$ cat src/rtl/fini_pkg.sv
`default_nettype none
// ============================================================================
// Module   : fini_pkg
// Purpose  : Shared types and helpers for the FINI fault-response stage:
//            state encoding, default codeword width, saturating increment.
// Revision : 1.0 - initial release
// ============================================================================
package fini_pkg;

    // Codeword width produced by the FINI multiplier/detection stage
    localparam int c_FINI_WIDTH = 4;

    // Response-stage states; encoding is fixed so the decodes stay stable
    typedef enum logic [1:0] {
        ST_RUN    = 2'd0,
        ST_ALARM  = 2'd1,
        ST_LOCKED = 2'd2
    } fini_state_e;

    // Increment that sticks at the all-ones value of a counter WIDTH bits wide
    function automatic logic [31:0] sat_inc(input logic [31:0] val, input int width);
        logic [31:0] max_val;
        max_val = (width >= 32) ? 32'hFFFF_FFFF : ((32'd1 << width) - 32'd1);
        return (val >= max_val) ? max_val : (val + 32'd1);
    endfunction

endpackage
`default_nettype wire

$ cat src/rtl/fini_alarm_timer.sv
`default_nettype none
// ============================================================================
// Module   : fini_alarm_timer
// Purpose  : Load / decrement / zero-flag counter timing the ALARM dwell.
//            A load sets the count to ALARM_CYCLES-1; the dwell ends in the
//            cycle the count reads zero, giving exactly ALARM_CYCLES cycles.
// Revision : 1.0 - initial release
// ============================================================================
module fini_alarm_timer #(
    parameter int ALARM_CYCLES = 4
) (
    input  logic clk,
    input  logic rst,
    input  logic i_load,
    input  logic i_dec,
    output logic o_zero
);

    // A single-cycle alarm still needs a 1-bit counter
    localparam int c_TW = (ALARM_CYCLES > 1) ? $clog2(ALARM_CYCLES) : 1;
    localparam logic [c_TW-1:0] c_LOAD_VAL = c_TW'(ALARM_CYCLES - 1);

    logic [c_TW-1:0] r_count;

    // Load has priority over decrement; the count never wraps below zero
    always_ff @(posedge clk) begin
        if (rst) begin
            r_count <= '0;
        end else if (i_load) begin
            r_count <= c_LOAD_VAL;
        end else if (i_dec && (r_count != '0)) begin
            r_count <= r_count - 1'b1;
        end
    end

    assign o_zero = (r_count == '0);

endmodule
`default_nettype wire

$ cat src/rtl/fini_fault_response.sv
`default_nettype none
// ============================================================================
// Module   : fini_fault_response
// Purpose  : Registered valid/ready stage after FINIandDetection. Forwards
//            fault-free codewords, zeroizes and alarms on flagged words, and
//            locks permanently (until reset) after MAX_FAULTS faults.
// Revision : 1.0 - initial release
// ============================================================================
module fini_fault_response
    import fini_pkg::*;
#(
    parameter int WIDTH        = c_FINI_WIDTH,
    parameter int ALARM_CYCLES = 4,
    parameter int MAX_FAULTS   = 3,
    parameter int CNT_W        = 4
) (
    input  logic             port_clk,
    input  logic             port_rst,
    input  logic [WIDTH-1:0] port_c,
    input  logic             port_errorFlag,
    input  logic             port_inValid,
    output logic             port_inReady,
    output logic [WIDTH-1:0] port_outData,
    output logic             port_outValid,
    input  logic             port_outReady,
    output logic             port_alarm,
    output logic             port_locked,
    output logic [CNT_W-1:0] port_faultCnt
);

    localparam logic [CNT_W-1:0] c_MAX_FAULTS = CNT_W'(MAX_FAULTS);

    fini_state_e      r_state;
    fini_state_e      w_state_next;
    logic [WIDTH-1:0] r_out_data;
    logic             r_out_valid;
    logic [CNT_W-1:0] r_fault_cnt;
    logic [CNT_W-1:0] w_cnt_next;
    logic             w_in_ready;
    logic             w_accept;
    logic             w_fault;
    logic             w_push;
    logic             w_lock;
    logic             w_timer_zero;

    // Ready depends only on registered state and the downstream ready
    assign w_in_ready = (r_state == ST_RUN) && (!r_out_valid || port_outReady);
    assign w_accept   = port_inValid && w_in_ready;
    assign w_fault    = w_accept && port_errorFlag;
    assign w_push     = w_accept && !port_errorFlag;
    assign w_cnt_next = CNT_W'(sat_inc(32'(r_fault_cnt), CNT_W));
    assign w_lock     = (w_cnt_next >= c_MAX_FAULTS);

    // Timer only runs for faults that do not lock the block
    fini_alarm_timer #(
        .ALARM_CYCLES(ALARM_CYCLES)
    ) u_alarm_timer (
        .clk    (port_clk),
        .rst    (port_rst),
        .i_load (w_fault && !w_lock),
        .i_dec  (r_state == ST_ALARM),
        .o_zero (w_timer_zero)
    );

    // State register
    always_ff @(posedge port_clk) begin
        if (port_rst) begin
            r_state <= ST_RUN;
        end else begin
            r_state <= w_state_next;
        end
    end

    // Next-state logic: faults only arrive in RUN, LOCKED is terminal
    always_comb begin
        w_state_next = r_state;
        case (r_state)
            ST_RUN: begin
                if (w_fault) begin
                    w_state_next = w_lock ? ST_LOCKED : ST_ALARM;
                end
            end
            ST_ALARM: begin
                if (w_timer_zero) begin
                    w_state_next = ST_RUN;
                end
            end
            ST_LOCKED: begin
                w_state_next = ST_LOCKED;
            end
            default: begin
                w_state_next = ST_RUN;
            end
        endcase
    end

    // Output register and fault counter; a fault zeroizes the output word
    always_ff @(posedge port_clk) begin
        if (port_rst) begin
            r_out_data  <= '0;
            r_out_valid <= 1'b0;
            r_fault_cnt <= '0;
        end else if (r_state == ST_LOCKED) begin
            r_out_data  <= '0;
            r_out_valid <= 1'b0;
        end else if (w_fault) begin
            r_out_data  <= '0;
            r_out_valid <= 1'b0;
            r_fault_cnt <= w_cnt_next;
        end else if (w_push) begin
            r_out_data  <= port_c;
            r_out_valid <= 1'b1;
        end else if (r_out_valid && port_outReady) begin
            r_out_valid <= 1'b0;
        end
    end

    assign port_inReady  = w_in_ready;
    assign port_outData  = r_out_data;
    assign port_outValid = r_out_valid;
    assign port_faultCnt = r_fault_cnt;
    assign port_alarm    = (r_state != ST_RUN);
    assign port_locked   = (r_state == ST_LOCKED);

endmodule
`default_nettype wire

$ cat config.mk
export PLATFORM = sky130hd
export DESIGN_NAME = fini_fault_response
export DESIGN_NICKNAME = d
export VERILOG_FILES = /design/src/rtl/fini_pkg.sv /design/src/rtl/fini_alarm_timer.sv /design/src/rtl/fini_fault_response.sv
export SDC_FILE = /design/constraint.sdc
export NUM_CORES = 1
export LEC_CHECK = 0
export BUFFER_PORTS_ARGS = -buffer_cell sky130_fd_sc_hd__buf_4
export CORE_MARGIN = 8
export CORE_UTILIZATION = 45
export DETAILED_ROUTE_END_ITERATION = 10
export HOLD_SLACK_MARGIN = 0.02
export PLACE_DENSITY = 0.72
export SYNTH_ARGS = -nofsm -noshare
export SYNTH_HDL_FRONTEND = slang
export SYNTH_HIERARCHICAL = 1
export SYNTH_SLANG_ARGS = --single-unit
$ cat constraint.sdc
create_clock -name port_clk -period 2.1 [get_ports port_clk]
set_clock_uncertainty 0.1 [all_clocks]
set_input_delay 0.42 -clock port_clk [delete_from_list [all_inputs] [get_ports port_clk]]
set_output_delay 0.42 -clock port_clk [all_outputs]
set_load 0.01 [all_outputs]
==> results of run 1 <==
[worst max path at each step]
| stage | from | end |
|---|---|---|
| after global routing | port_faultCnt[1] | u_alarm_timer/r_count[1] |
| final | port_faultCnt[1] | u_alarm_timer/r_count[0] |
| after floorplan | port_faultCnt[0] | u_alarm_timer/r_count[1] |
| after detailed placement | port_faultCnt[1] | u_alarm_timer/r_count[0] |
| after CTS | port_faultCnt[1] | u_alarm_timer/r_count[0] |
| after global placement | port_faultCnt[1] | u_alarm_timer/r_count[1] |
[registers in the layout (all words and copies together) (netlist names)]
register	count
port_outValid	1
port_outData	4
r_state	2
port_faultCnt	4
u_alarm_timer/r_count	2
[power breakdown]
part | switching (W) | internal, W | total, W
registers | 0.0000141 | 0.000264 | 0.000278
logic | 0.0000695 | 0.0000752 | 0.000145
clock network | 0.0000801 | 0.0000735 | 0.000154
[logic make-up (layout without fill, tap and decap cells)]
logic type	Yosys count	in the layout	synth area share [%]
buffers and inverters	6	29	4.544
flip-flops	13	13	39.39
AO/OA/AOI/OAI	13	13	15.34
adder cells (fa/ha/maj)	2	2	3.787
multiplexers	4	4	6.061
AND/OR/NAND/NOR	32	32	30.87
[cell usage in the layout, fill, tap and decap left out, types with 2 or more instances in the layout]
master    count
a311oi_1      2
buf_4        21
a21oi_1       2
nor2_1       11
clkbuf_4      3
nor3_1        2
dfxtp_1      12
mux2i_1       4
ha_1          2
a211oi_1      3
nor2b_1       2
and4bb_1      2
nand2_1       3
inv_1         3
[per-stage QoR]
stage | power [W] | util [%] | setup WS (ns)
after floorplan | 0.0003738 | - | 0.1355
after global placement | 0.0004242 | 57.32 | 0.1902
after detailed placement | 0.0004273 | 57.32 | 0.1276
after CTS | 0.0005811 | 59.15 | 0.1223
after global routing | 0.0006141 | 59.41 | 0.04100
final | 0.0005765 | 59.41 | 0.2058
[cell type report]
cell class / instances / area, µm² / share of cell area, %
multi-input combinational: 51 / 372.9 / 43.70
sequential: 13 / 261.5 / 30.65
timing repair buffer: 21 / 157.7 / 18.48
clock buffer: 4 / 26.28 / 3.079
tap: 16 / 20.02 / 2.346
inverter: 4 / 15.01 / 1.760
[worst max-delay path, stage by stage, from the launching register on]
cell,delay [ns]
dfxtp_2,0.35
ha_1,0.28
nor2b_1,0.13
a2111o_1,0.43
nor2_2,0.15
and4bb_1,0.20
a211oi_1,0.19
[per-layer routing]
layer / vias up / global-route usage [%] / routed length (µm)
met1: 256 / 12.07 / 673
met4: 0 / 3.689 / 0
met3: 0 / 4.620 / 160
met2: 19 / 14.50 / 607
li1: 300 / - / -
met5: - / 0 / 0
[timing repair]
action / CTS / global route
gates resized for setup: 0 / 2
setup endpoints to repair: 0 / 2
buffers inserted: 0 / 0
hold buffers: 0 / 0
==> metrics.md, run 1 <==
| Metric | Value |
|---|---|
| Status | finished, final reports clean |
| Mapped Area | around 660 µm² |
| Max cap viols | 0 |
| Crit end category | register |
| Wire per inst | roughly 13 µm |
| Final ANT Viol Nets | 0 |
| Max H-tree Level | 1 |
| Finished Layout Cells | around 110 |
| RSZ-0062 raised after global routing | no |
| GRT Util Overall | between 9 and 10% |
| Cells after DPL | about 110 |
| Syn Area/Cell | about 9.4 µm² |
| Reg-to-reg slack, setup | between 0.2 and 0.25 ns |
| Synth top area cells | dfxtp_1 39%, nor2_1 6.8%, mux2i_1 6.1%, and4bb_1 3.8%, ha_1 3.8% |
| Max Clk Rate | 527.9 MHz |
| Residual DRC count | 0 |
| Rel. slew slack | about four fifths |
| Filler instances | 137 |
| Row count | 14 |
| Worst-Skew Late Latency | around 0.27 ns |
| GRT overflow | 0 |
| Largest net degree at the start of global routing | 12 |
| Seq/Total Area, Yosys | ~40% |
| Share of cells above drive strength 1 | approximately 34% |
| HPWL after detailed placement | 1123 µm |
| Fin. Hold Viols | 0 |
| Worst min path class | in -> reg |
| Top-count cell post-synth | dfxtp_1 |
| Crit Path Max Fanout | 5 |
| Core ar. | 1436 µm² |
| Peak VDD IR | just over 0.3 mV |
| Ys async rst share | 0% |
| Ys flop type | dfxtp_1 |
| Die Wd | roughly 54 µm |
| Worst Hold End | port_outData[2] |
| Crit Reg-Reg Startpoint | port_faultCnt[1] |
| Min-Delay Path Depth | 3 |
| WP data required | about 2.2 ns |
| Final period util | 90.20% |
| Arrival @ worst endpoint | between 1.5 and 2 ns |
| CTS tree | built |
| Clock root buffer | clkbuf_4 |
| Die ar. | 2950 µm² |
| # IOs | 21 |
| Initial antenna violation count | 0 |
| Post-synth cell types | 32 |
| Min Hold Slack | roughly 0.28 ns |
| Max clock buf depth | 2 |
| Synthesized net count | 81 |
| Worst-path clk slew | ~0.080 ns |
| Clock sink count | 13 |
| P&R area growth vs syn | 29.17% |
| Synth Instances | 70 |
| Nets | 105 |
| Via count | roughly 580 |
| Vias in the first global route | 526 |
| Hold path startpoint | port_c[2] |
| Synth cell count leaders | 13 x dfxtp_1, 12 x nor2_1, 4 x mux2i_1 |
| Area post-placement | a little over 800 µm² |
| Static Leak | about 0.4 nW |
| Yosys reg bits | 13 |
| # port buffers | 20 |
| First-pass GRT wire length | about 2200 µm |
| YS warnings | 6 |
| Power Density | just under 700 nW/µm² |
| Share of the synthesized area in the top cell type | 39.39% |
| Initial Util | between 40% and 50% |
| Initial DRC Count | 12 |
| CP Launch Type | register |
| Tmin final | ~1.9 ns |
| Cell taking the most area after synthesis | dfxtp_1 |
| Die Span Y | 54.32 µm |
| R2R cell count | 6 |
| Post-route cell area | 853.3 µm² |
| Setup violators final | 0 |
| RePlAce Congestion | around 0.75 |
| Number of flops mapped to enable cells by yosys | 0 |
| Via density per instance | approximately 5.3 |
| Fin. max-slew vios | 0 |
| Num CTS Buffers | 3 |
| Setup TNS | 0 ns |
| # diodes | 0 |
| Pre-antenna DRT Iters | 4 |
| R2R Path End | u_alarm_timer/r_count[0] |
| Crit Path Class | reg -> reg |
| WL final | 1441 µm |
| Slew @ Worst Pin | between 0.2 and 0.3 ns |
(Power assumes the default switching activity.)
==> inputs of run 2 (changes only) <==
- CORE_UTILIZATION: 45 -> 40
- PLACE_DENSITY: 0.72 -> 0.65
==> metrics.md, run 2 (synthesis gave the netlist of run 1 again) <==
| Metric | Value |
|---|---|
| HPWL after detailed placement | 1070 µm (was 1123 µm) |
| Clock root buffer | clkbuf_4 (unchanged) |
| Initial Util | 43.35% (was 45.99%) |
| GRT overflow | 0 (unchanged) |
| Max incr delay on CP | 0.42 ns (was 0.43 ns) |
| Final Total Pwr | 0.0005737 W (was 0.0005765 W) |
| Post-CTS setup buffer count | 0 (unchanged) |
| Fin. Hold Viols | 0 (unchanged) |
| Nets | 105 (unchanged) |
| Initial antenna violation count | 0 (unchanged) |
| WL final | 1371 µm (was 1441 µm) |
| Peak VDD IR | 0.4416 mV (was 0.3084 mV) |
| Crit Path Max Fanout | 5 (unchanged) |
| Arrival @ worst endpoint | 2.02 ns (was 1.99 ns) |
| Worst-Skew Late Latency | 0.27 ns (about the same) |
| Bufs and invs on worst path | 0 (unchanged) |
| Via density per instance | 5.321 (was 5.275) |
| Die Wd | 56.64 µm (was 54.32 µm) |
| Worst-path clk slew | 0.08 ns (about the same) |
| # port buffers | 20 (unchanged) |
| Clock sink count | 13 (unchanged) |
| Die Span Y | 56.64 µm (was 54.32 µm) |
| Initial DRC Count | 4 (was 12) |
| CTS tree | built (unchanged) |
| Share of cells above drive strength 1 | 33.33% (was 34.41%) |
| Commonest non-fill, non-tap cell in the layout | buf_4 (unchanged) |
| # diodes | 0 (unchanged) |
| Final period util | 92.04% (was 90.20%) |
| Wire per inst | 12.58 µm (was 13.22 µm) |
| Rel. slew slack | 80.52% (was 80.27%) |
| Num CTS Buffers | 3 (unchanged) |
| Setup TNS | 0 ns (unchanged) |
| Max cap viols | 0 (unchanged) |
| # IOs | 21 (unchanged) |
| Crit end category | register (unchanged) |
| Row count | 14 (unchanged) |
| Post-route cell area | 852.1 µm² (was 853.3 µm²) |
| Slew @ Worst Pin | 0.2907 ns (was 0.2944 ns) |
| Max clock buf depth | 2 (unchanged) |
| Tmin final | 1.933 ns (was 1.894 ns) |
| Slowest CP cell | a2111o_1 (unchanged) |
| Largest net degree at the start of global routing | 12 (unchanged) |
| Largest delay share family, worst path | compound AO/OA/AOI/OAI gates (unchanged) |
| Power Density | 673.4 nW/µm² (was 675.6 nW/µm²) |
| RSZ-0062 raised after global routing | no (unchanged) |
| Max Clk Rate | 517.4 MHz (was 527.9 MHz) |
| RePlAce Congestion | 0.6970 (was 0.7523) |
| Fin. max-slew vios | 0 (unchanged) |
| Area post-placement | 823.3 µm² (unchanged) |
| P&R area growth vs syn | 28.98% (was 29.17%) |
| Crit Path Class | reg -> reg (unchanged) |
| Most frequent cells in the layout | 21 x buf_4, 13 x dfxtp_1, 11 x nor2_1 (was 21 x buf_4, 12 x dfxtp_1, 11 x nor2_1) |
| First-pass GRT wire length | 2359 µm (was 2201 µm) |
| Status | finished, final reports clean (unchanged) |
| Core ar. | 1524 µm² (was 1436 µm²) |
| CP Launch Type | register (unchanged) |
| Vias in the first global route | 538 (was 526) |
| Worst min path class | in -> reg (unchanged) |
| Pre-antenna DRT Iters | 4 (unchanged) |
| GRT Util Overall | 8.684% (was 9.792%) |
| Cts hold-fix bufs | 0 (unchanged) |
| Static Leak | 0.3956 nW (was 0.3960 nW) |
| Final ANT Viol Nets | 0 (unchanged) |
| Max H-tree Level | 1 (unchanged) |
| Residual DRC count | 0 (unchanged) |
| CP Cell Sequence | ha_1 -> nor2b_1 -> a2111o_1 -> nor2_2 -> and4bb_1 -> a211oi_1 (unchanged) |
| Via count | 580 (was 575) |
| Die ar. | 3208 µm² (was 2950 µm²) |
| WP data required | 2.19 ns (about the same) |
| Setup violators final | 0 (unchanged) |
run 2: cell counts in the layout (fill, tap and decap cells not counted):
No cell type changed its count.
run 2: layout make-up:
| class | instances | area (µm²) |
|---|---|---|
| sequential | 13 | 260.3 |
| clock buffer | 4 | 26.28 |
| timing repair buffer | 21 | 157.7 |
| tap | 16 | 20.02 |
| fill | 152 | 671.9 |
| multi-input combinational | 51 | 372.9 |
| inverter | 4 | 15.01 |
run 2: stage by stage:
stage          worst slack (ns)  cells  utilization (%)  hold slack, ns
5_1_grt                 0.01564    109            55.91          0.2694
2_1_floorplan            0.1355     70                -          0.3889
6_report                 0.1672    109            55.91          0.2848
3_5_place_dp             0.1103    105            54.02          0.3863
3_3_place_gp             0.1939    105            54.02          0.3764
4_1_cts                  0.1140    109            55.75          0.2828
run 2: path summary, 6_finish.rpt:
| check | from | to | slack, ns | depth (start not counted) |
|---|---|---|---|---|
| worst max-delay path | port_faultCnt[1] | u_alarm_timer/r_count[1] | 0.17 | 6 |
| worst min-delay path | port_c[1] | port_outData[1] | 0.28 | 3 |
| worst max register to register | port_faultCnt[1] | u_alarm_timer/r_count[1] | 0.17 | 6 |
| worst min register to register | port_outData[2] | port_outData[2] | 0.40 | 2 |
run 2: worst register-to-register path, stage by stage, from the launching register on:
cell and delay (ns):
dfxtp_1 0.40, ha_1 0.27, nor2b_1 0.14, a2111o_1 0.42, nor2_2 0.14, and4bb_1 0.20, a211oi_1 0.19
run 2: what timing repair did:
| item | 4_1_cts | 5_1_grt |
|---|---|---|
| setup endpoints to repair | 0 | 2 |
| gates resized for setup | 0 | 1 |
| hold endpoints to repair | 0 | 0 |
run 2: layer usage:
| metal | GRT usage (%) | share of wire [%] | vias up |
|---|---|---|---|
| li1 | - | - | 299 |
| met1 | 10.88 | 52 | 261 |
| met4 | 2.062 | 0.73 | 0 |
| met5 | 0 | 0 | - |
| met3 | 4.045 | 7.4 | 2 |
| met2 | 13.01 | 40 | 18 |
run 2: where the power goes:
part / switching, W / internal, W / total (W)
clock network: 0.0000789 / 0.0000733 / 0.000152
logic: 0.0000683 / 0.0000755 / 0.000144
registers: 0.0000140 / 0.000264 / 0.000278
total: 0.000161 / 0.000413 / 0.000574
==> inputs of run 3 (changes only) <==
- ABC_AREA: default -> 1
- PLACE_DENSITY: 0.65 -> default
==> metrics.md, run 3 <==
| Metric | Value |
|---|---|
| Status | finished, final reports clean (unchanged) |
| Die Wd | 57.21 µm (was 56.64 µm) |
| Max incr delay on CP | 0.36 ns (was 0.42 ns) |
| # port buffers | 20 (unchanged) |
| # IOs | 21 (unchanged) |
| Top-count cell post-synth | nand2_1 (was dfxtp_1) |
| Arrival @ worst endpoint | 1.77 ns (was 2.02 ns) |
| Slew @ Worst Pin | 0.1911 ns (was 0.2907 ns) |
| Final ANT Viol Nets | 0 (unchanged) |
| Min Hold Slack | 0.2290 ns (was 0.2848 ns) |
| RSZ-0062 raised after global routing | no (unchanged) |
| Filler instances | 170 (was 152) |
| Max cap viols | 0 (unchanged) |
| Fin. max-slew vios | 0 (unchanged) |
| GRT Util Overall | 8.883% (was 8.684%) |
| Yosys reg bits | 13 (unchanged) |
| Worst-Skew Late Latency | 0.27 ns (about the same) |
| R2R Path End | u_alarm_timer/r_count[0] (was u_alarm_timer/r_count[1]) |
| Final worst slack | 0.4356 ns (was 0.1672 ns) |
| Syn Area/Cell | 6.933 µm² (was 9.438 µm²) |
| R2R cell count | 10 (was 6) |
| Max H-tree Level | 1 (unchanged) |
| Vias in the first global route | 587 (was 538) |
| # diodes | 0 (unchanged) |
| WL final | 1386 µm (was 1371 µm) |
| Worst Hold End | r_state[0] (was port_outData[1]) |
| Bufs and invs on worst path | 2 (was 0) |
| Via density per instance | 4.568 (was 5.321) |
| Synth Instances | 98 (was 70) |
| Clock sink count | 13 (unchanged) |
| Worst-path clk slew | 0.09 ns (was 0.08 ns) |
| Number of flops mapped to enable cells by yosys | 0 (unchanged) |
| Ys async rst share | 0% (unchanged) |
| Post-cts sizing count | 0 (unchanged) |
| Cell taking the most area after synthesis | dfxtp_1 (unchanged) |
| Crit Reg-Reg Startpoint | port_faultCnt[0] (was port_faultCnt[1]) |
| Share of the synthesized area in the top cell type | 38.31% (was 39.39%) |
| Crit end category | register (unchanged) |
| Num CTS Buffers | 3 (unchanged) |
| Crit Path Class | reg -> reg (unchanged) |
| Mux cell area share after synthesis | 0% (was 6.061%) |
| Die ar. | 3273 µm² (was 3208 µm²) |
| First-pass GRT wire length | 2366 µm (was 2359 µm) |
| Ys flop type | dfxtp_1 (unchanged) |
| Fin. Hold Viols | 0 (unchanged) |
| YS warnings | 6 (unchanged) |
| Core ar. | 1652 µm² (was 1524 µm²) |
| Via count | 635 (was 580) |
| Synth Area in XOR/XNOR | 0% (unchanged) |
| Peak VDD IR | 0.3701 mV (was 0.4416 mV) |
| Seq. cell area | 260.3 µm² (unchanged) |
| Post-CTS setup buffer count | 0 (unchanged) |
| Initial Util | 41.14% (was 43.35%) |
| Row count | 15 (was 14) |
| Max clock buf depth | 2 (unchanged) |
| Worst min path class | in -> reg (unchanged) |
| Finished Layout Cells | 139 (was 109) |
| Reg-to-reg slack, setup | 0.44 ns (was 0.17 ns) |
| Static Leak | 0.4403 nW (was 0.3956 nW) |
| Setup TNS | 0 ns (unchanged) |
| CP Cell Sequence | ha_1 -> nand3_1 -> o21ai_0 -> nor2_1 -> nand3_2 -> inv_1 -> inv_2 -> nand2_2 -> nand2_1 -> a21oi_1 (was ha_1 -> nor2b_1 -> a2111o_1 -> nor2_2 -> and4bb_1 -> a211oi_1) |
| P&R area growth vs syn | 29.28% (was 28.98%) |
| RePlAce Congestion | 0.7439 (was 0.6970) |
| Hold path startpoint | port_rst (was port_c[1]) |
| Main combinational cell family by area after synthesis | simple AND/OR/NAND/NOR gates (unchanged) |
| CP Launch Type | register (unchanged) |
| Simple-Gate Fraction of Synth Area | 34.99% (was 30.87%) |
| Post-synth cell types | 16 (was 32) |
| Most frequent cells in the layout | 25 x nand2_1, 20 x buf_4, 15 x inv_1 (was 21 x buf_4, 13 x dfxtp_1, 11 x nor2_1) |
| Seq/Total Area, Yosys | 38.31% (was 39.39%) |
| Initial antenna violation count | 0 (unchanged) |
| Final Total Pwr | 0.0006105 W (was 0.0005737 W) |
| Initial DRC Count | 8 (was 4) |
| Cells after DPL | 135 (was 105) |
| Pre-antenna DRT Iters | 4 (unchanged) |
| Tmin final | 1.664 ns (was 1.933 ns) |
| Min-Delay Path Depth | 2 (was 3) |
| Largest net degree at the start of global routing | 9 (was 12) |
| Power Density | 695.0 nW/µm² (was 673.4 nW/µm²) |
| Commonest non-fill, non-tap cell in the layout | nand2_1 (was buf_4) |
| Adder-cell area share of the yosys netlist | 3.683% (was 3.788%) |
| Area of the multi-input gates | 351.6 µm² (was 372.9 µm²) |
| GRT overflow | 0 (unchanged) |
| Largest delay share family, worst path | simple AND/OR/NAND/NOR gates (was compound AO/OA/AOI/OAI gates) |
| Share of cells above drive strength 1 | 29.51% (was 33.33%) |
| Cts hold-fix bufs | 0 (unchanged) |
| Synth Area in Compound Gates | 13.08% (was 15.34%) |
| Wire per inst | 9.971 µm (was 12.58 µm) |
| Setup violators final | 0 (unchanged) |
| Pre-CTS WS | 0.4596 ns (was 0.1103 ns) |
| Mapped Area | 679.4 µm² (was 660.6 µm²) |
| Synthesized net count | 109 (was 81) |
| CTS tree | built (unchanged) |
| Synth top area cells | dfxtp_1 38%, nand2_1 14%, inv_1 8.3%, a21oi_1 7.4%, nor2_1 6.6% (was dfxtp_1 39%, nor2_1 6.8%, mux2i_1 6.1%, and4bb_1 3.8%, ha_1 3.8%) |
| Nets | 134 (was 105) |
| Rel. slew slack | 87.24% (was 80.52%) |
| Slowest CP cell | dfxtp_1 (was a2111o_1) |
| HPWL after detailed placement | 1136 µm (was 1070 µm) |
| Clock root buffer | clkbuf_4 (unchanged) |
| Max Clk Rate | 600.8 MHz (was 517.4 MHz) |
| Residual DRC count | 0 (unchanged) |
| WP data required | 2.21 ns (was 2.19 ns) |
| Synth cell count leaders | 25 x nand2_1, 15 x inv_1, 13 x dfxtp_1, 12 x nor2_1, 10 x a21oi_1 (was 13 x dfxtp_1, 12 x nor2_1, 4 x mux2i_1) |
| Final period util | 79.26% (was 92.04%) |
| Crit Path Max Fanout | 6 (was 5) |
| Die Span Y | 57.21 µm (was 56.64 µm) |
-- run 3: cell types whose count changed in the layout (fill, tap and decap cells not counted), moves of 3 or more --
| cell | delta |
|---|---|
| o21ai_0 | +6 |
| nand2_1 | +22 |
| mux2i_1 | -4 |
| a211oi_1 | -3 |
| nand2_2 | +3 |
| inv_1 | +12 |
| nand3_1 | +3 |
| a21oi_1 | +8 |
-- run 3: cell families (layout without fill, tap and decap cells) --
family | count (synthesis) | in the layout
buffers and inverters | 18 | 42
AO/OA/AOI/OAI | 17 | 17
AND/OR/NAND/NOR | 48 | 48
flip-flops | 13 | 13
adder cells (fa/ha/maj) | 2 | 2
-- run 3: worst reg2reg max path: cells and delay by family, from the launching register on --
| kind | cells | cell delay [ns] |
|---|---|---|
| flip-flops | 1 | 0.36 |
| buffers and inverters | 2 | 0.13 |
| adder cells (fa/ha/maj) | 1 | 0.26 |
| AND/OR/NAND/NOR | 5 | 0.53 |
| AO/OA/AOI/OAI | 2 | 0.22 |
-- run 3: report_power, final --
group	leakage (nW)	switching [W]	internal, W
clock network	0.0177	0.0000845	0.0000705
logic	0.316	0.0000952	0.0000758
registers	0.106	0.0000171	0.000267
-- run 3: cell type report --
class | instances | area share [%]
flip-flops and latches | 13 | 29.63
repair buffers | 20 | 17.09
inverters | 18 | 7.692
well taps | 17 | 2.422
clock inverters | 1 | 0.5698
clock buffers | 3 | 2.564
multi-input cells | 67 | 40.03
-- run 3: through the flow --
step	instance area [µm²]	utilization, %
floorplan	679.4	-
detailed placement	850.8	51.52
global route	878.3	53.18
CTS	878.3	53.18
global placement	850.8	51.52
finish	878.3	53.18
-- run 3: worst max-delay path by stage --
stage | start | endpoint | slack [ns] | cells after the start
2_1_floorplan | port_faultCnt[0] | u_alarm_timer/r_count[0] | 0.57 | 10
6_report | port_faultCnt[0] | u_alarm_timer/r_count[0] | 0.44 | 10
5_1_grt | port_faultCnt[0] | u_alarm_timer/r_count[1] | 0.24 | 10
4_1_cts | port_faultCnt[0] | u_alarm_timer/r_count[0] | 0.43 | 10
3_3_place_gp | port_faultCnt[0] | u_alarm_timer/r_count[0] | 0.52 | 10
3_5_place_dp | port_faultCnt[0] | u_alarm_timer/r_count[0] | 0.46 | 10
-- run 3: routing by layer --
layer	GRT usage, %	part of all wire, %
met2	12.09	42
met5	0	0
met3	4.213	7.7
met1	10.67	50
met4	6.040	0.87
